<file path="src/rtl/sha256_msg_sched.sv">
// SHA-256 message schedule: loads one 16-word block, then emits W0..W(ROUNDS-1) from a 16-word sliding window.
// Optional macro SHA256_MSG_SCHED_ROUND_IDX_EN adds out_round, the index t of the word on out_data.
module sha256_msg_sched #(
   parameter int DATA_W = 32,
   parameter int ROUNDS = 64
) (
   input  logic              clk,
   input  logic              rst,
   input  logic              start,
   input  logic              in_valid,
   output logic              in_ready,
   input  logic [DATA_W-1:0] in_data,
   output logic              out_valid,
   input  logic              out_ready,
   output logic [DATA_W-1:0] out_data,
`ifdef SHA256_MSG_SCHED_ROUND_IDX_EN
   output logic [5:0]        out_round,
`endif
   output logic              busy,
   output logic              done
);

   // state  | meaning
   // IDLE   | waiting for start
   // LOAD   | shifting the 16 message words into the window
   // GEN    | presenting window[0], extending the window on each transfer
   localparam logic [1:0] S_IDLE = 2'd0;
   localparam logic [1:0] S_LOAD = 2'd1;
   localparam logic [1:0] S_GEN  = 2'd2;

   localparam logic [5:0] LAST_ROUND = 6'(ROUNDS - 1);

   function automatic logic [31:0] f_sigma0(input logic [31:0] x);
      return {x[6:0], x[31:7]} ^ {x[17:0], x[31:18]} ^ {3'b000, x[31:3]};
   endfunction

   function automatic logic [31:0] f_sigma1(input logic [31:0] x);
      return {x[16:0], x[31:17]} ^ {x[18:0], x[31:19]} ^ {10'd0, x[31:10]};
   endfunction

   logic [1:0]        r_state;
   logic [3:0]        r_load_cnt;
   logic [5:0]        r_round;
   logic              r_done;
   logic [DATA_W-1:0] r_win [16];
   logic [DATA_W-1:0] w_next;

   assign w_next = f_sigma1(r_win[14]) + r_win[9] + f_sigma0(r_win[1]) + r_win[0];

   // Handshake outputs are pure state decodes, so no input reaches them combinationally.
   assign in_ready  = (r_state == S_LOAD);
   assign out_valid = (r_state == S_GEN);
   assign busy      = (r_state != S_IDLE);
   assign done      = r_done;
   assign out_data  = out_valid ? r_win[0] : '0;
`ifdef SHA256_MSG_SCHED_ROUND_IDX_EN
   assign out_round = out_valid ? r_round : 6'd0;
`endif

   always_ff @(posedge clk or posedge rst) begin
      if (rst) begin
         r_state    <= S_IDLE;
         r_load_cnt <= 4'd0;
         r_round    <= 6'd0;
         r_done     <= 1'b0;
         for (int i = 0; i < 16; i++) r_win[i] <= '0;
      end else begin
         r_done <= 1'b0;
         case (r_state)
            S_IDLE: begin
               if (start) begin
                  r_state    <= S_LOAD;
                  r_load_cnt <= 4'd0;
                  r_round    <= 6'd0;
               end
            end
            S_LOAD: begin
               if (in_valid) begin
                  for (int i = 0; i < 15; i++) r_win[i] <= r_win[i+1];
                  r_win[15]  <= in_data;
                  r_load_cnt <= r_load_cnt + 4'd1;
                  if (r_load_cnt == 4'd15) r_state <= S_GEN;
               end
            end
            S_GEN: begin
               if (out_ready) begin
                  for (int i = 0; i < 15; i++) r_win[i] <= r_win[i+1];
                  r_win[15] <= w_next;
                  r_round   <= r_round + 6'd1;
                  if (r_round == LAST_ROUND) begin
                     r_state <= S_IDLE;
                     r_done  <= 1'b1;
                  end
               end
            end
            default: r_state <= S_IDLE;
         endcase
      end
   end

endmodule

</file>
<file path="config.mk">
export PLATFORM = sky130hd
export DESIGN_NAME = sha256_msg_sched
export DESIGN_NICKNAME = d
export VERILOG_FILES = /design/src/rtl/sha256_msg_sched.sv
export SDC_FILE = /design/constraint.sdc
export NUM_CORES = 2
export LEC_CHECK = 0
export ABC_AREA = 1
export BUFFER_PORTS_ARGS = -buffer_cell sky130_fd_sc_hd__clkbuf_2
export CAP_MARGIN = 20
export CORE_MARGIN = 5
export CORE_UTILIZATION = 50
export DETAILED_ROUTE_END_ITERATION = 10
export PLACE_DENSITY = 0.64
export SKIP_CTS_REPAIR_TIMING = 1
export SYNTH_ARGS = -nofsm -noshare
export SYNTH_HDL_FRONTEND = slang
export SYNTH_SLANG_ARGS = --single-unit
export TNS_END_PERCENT = 5
</file>
<file path="constraint.sdc">
create_clock -name clk -period 37.3 [get_ports clk]
set_input_delay 7.46 -clock clk [delete_from_list [all_inputs] [get_ports clk]]
set_output_delay 7.46 -clock clk [all_outputs]
set_load 0.005 [all_outputs]
</file>
==> results.md <==
- Critical path type: input port to flop
- Final slew viol count: 0
- Clock Tree Buf Depth: 3
- Max-cap violations: 0
- H-tree depth: 2
- Mapped cell area: 25,300 um2
- TritonCTS clock tree: done
- Register clock-pin slew on the reported worst setup and hold paths: 60 ps
- Ys async rst share: 1.00
- Warnings, synthesis: 0
- Worst EP required: 37,820 ps
- Pin count of the biggest net entering global routing: 265
- Achievable frequency: 100 MHz
- Global-route wire length before repair: 100,000 um
- DR pass1 iterations: 5
- Gr ovfl total: 0
- Initial Util: 0.505
- Drt total wl: 62,100 um
- # diodes: 0
- Chip height: 235 um
- CP max stage delay: 950 ps
- Vias in the first global route: 18,118
- CP max stage cell: buf_4
- Critical path arrival: 10,470 ps
- Vias: 18,632
- Storage cell area: 13,100 um2
- Max FO, Critical Path: 264
- Detail Route Antenna Nets: 0
- Share of layout cells above drive strength 1: 0.0603
- Worst Skew: 19.2 ps
- GRT Total Usage: 0.225
- Seq cells post-synth: 525
- Clk sinks: 525
- Core Region: 50,200 um2
- Detail Placement HPWL: 42,600 um
- Average size of a mapped cell: 8.28 um2
- Wire length per cell: 16.6 um
- Initial antenna violation count: 0
- Syn Inst Count: 3,057
- Worst-skew pair later-pin latency: 620 ps
- Die width: 235 um
- Number of setup violations in the final report: 0
- Relative slew slack: 0.248
- Part of the cycle the worst path needs: 0.267
- DIE AREA: 55,300 um2
- RSZ-0062 raised after global routing: no
- Footprint of the multi-input gates: 10,200 um2
- Port bufs: 72
- Unique masters post-synth: 33
- Worst-path cell chain: clkbuf_2, nand2_2, nand2_8, inv_16, buf_4, nand2_1, o21ai_1
- Layout Utilization: 0.550
- Area growth syn-to-layout: 8.98%
- Drt first-iter violations: 1,767
- GPL Wtd Cong: 0.940
- Fillers: 4,640
- Drc violations: 0
- Worst slew pin tran: 1130 ps
- Row Count: 82
- Worst min path class: flop to flop
- CP endpoint kind: flop
- Shortest period the worst path allows: 9950 ps
- Status: finished, final reports clean
- Post-route setup TNS: 0 ps
- Post-DR vias/cell: 4.98
- CP Launch Type: input port
- Num CTS Buffers: 54
- Most used DFF post-synth: dfrtp_1
- CTS Root Buffer Type: clkbuf_16
- Nets: 3,157
- Synthesized net count: 3,189
- Seq/Total Area, Yosys: 0.519
- Io pins: 73
- Final Hold Vio Count: 0
- Number of synthesized flops with an enable pin: 0
## final timing paths
path	from	endpoint	slack, ps	cells past startpoint
max	out_ready	r_win[227]	27350	7
min	r_win[316]	r_win[316]	470	2
max reg2reg	r_win[50]	r_win[21]	33170	18
min reg2reg	r_win[316]	r_win[316]	470	2
max in group asynchronous	rst	r_win[26]	28560	3
min in group asynchronous	rst	r_win[402]	7050	2
## sequential cells by signal, indices dropped and copies added, names as in the netlist
register,count
r_state,2
r_round,6
r_win,512
done,1
r_load_cnt,4
## layer usage
layer,global-route usage,share of wire,vias up
met2,0.348,0.45,394
met4,0.0734,0.032,0
met3,0.0325,0.048,91
li1,-,-,9108
met5,0,0,-
met1,0.331,0.47,9039
## placed cells by master (no fill, tap or decap), drive strengths merged, types with 7 or more instances in the layout
cell / instances
nand2: 1442
clkbuf: 149
a21oi: 28
a31oi: 7
dfrtp: 525
nand4: 7
buf: 12
nand3: 51
xnor2: 66
nor2: 92
nor3: 8
o21ai: 188
inv: 295
clkinv: 12
o21bai: 7
xor2: 65
ha: 33
fa: 62
## cell families after synthesis
logic type	count (synthesis)	synth area share
buffers and inverters	465	0.0789
XOR/XNOR	131	0.0453
flip-flops	525	0.519
AO/OA/AOI/OAI	233	0.0474
AND/OR/NAND/NOR	1608	0.244
adder cells (fa/ha/maj)	95	0.0653
## synth_stat cells, types with 8 or more instances
cell type,count,area share
nand3_1,51,0.010
dfrtp_1,525,0.52
buf_4,25,0.0074
nor3_1,8,0.0016
o21ai_0,122,0.024
buf_2,84,0.017
xnor2_1,66,0.023
o21ai_1,66,0.013
ha_1,33,0.016
clkbuf_1,52,0.0077
fa_1,62,0.049
inv_1,290,0.043
nor2_1,90,0.013
xor2_1,65,0.022
a21oi_1,28,0.0055
nand2_1,1438,0.21
## final cells by class
class                   instances  area share
flip-flops and latches        525       0.476
multi-input cells            2067       0.370
clock buffers                  77      0.0579
inverters                     293      0.0407
well taps                     672      0.0305
repair buffers                 84      0.0180
clock inverters                20     0.00743
## critical path, delay by kind of cell
| family | cells | cell delay (ps) |
|---|---|---|
| AO/OA/AOI/OAI | 1 | 120 |
| buffers and inverters | 3 | 1780 |
| AND/OR/NAND/NOR | 3 | 610 |
## stage by stage
step           area (um2)  worst slack (ps)  hold WS, ps  instances
2_1_floorplan       25300             15170          442       3057
3_3_place_gp        25800             26950          453       3640
3_5_place_dp        25800             26900          458       3640
4_1_cts             27600             27540          472       3737
5_1_grt             27600             27170          484       3738
6_report            27600             27350          466       3738
Power is not shown: default switching activity piles up to over one toggle a cycle in this logic, so the estimate is an artifact.
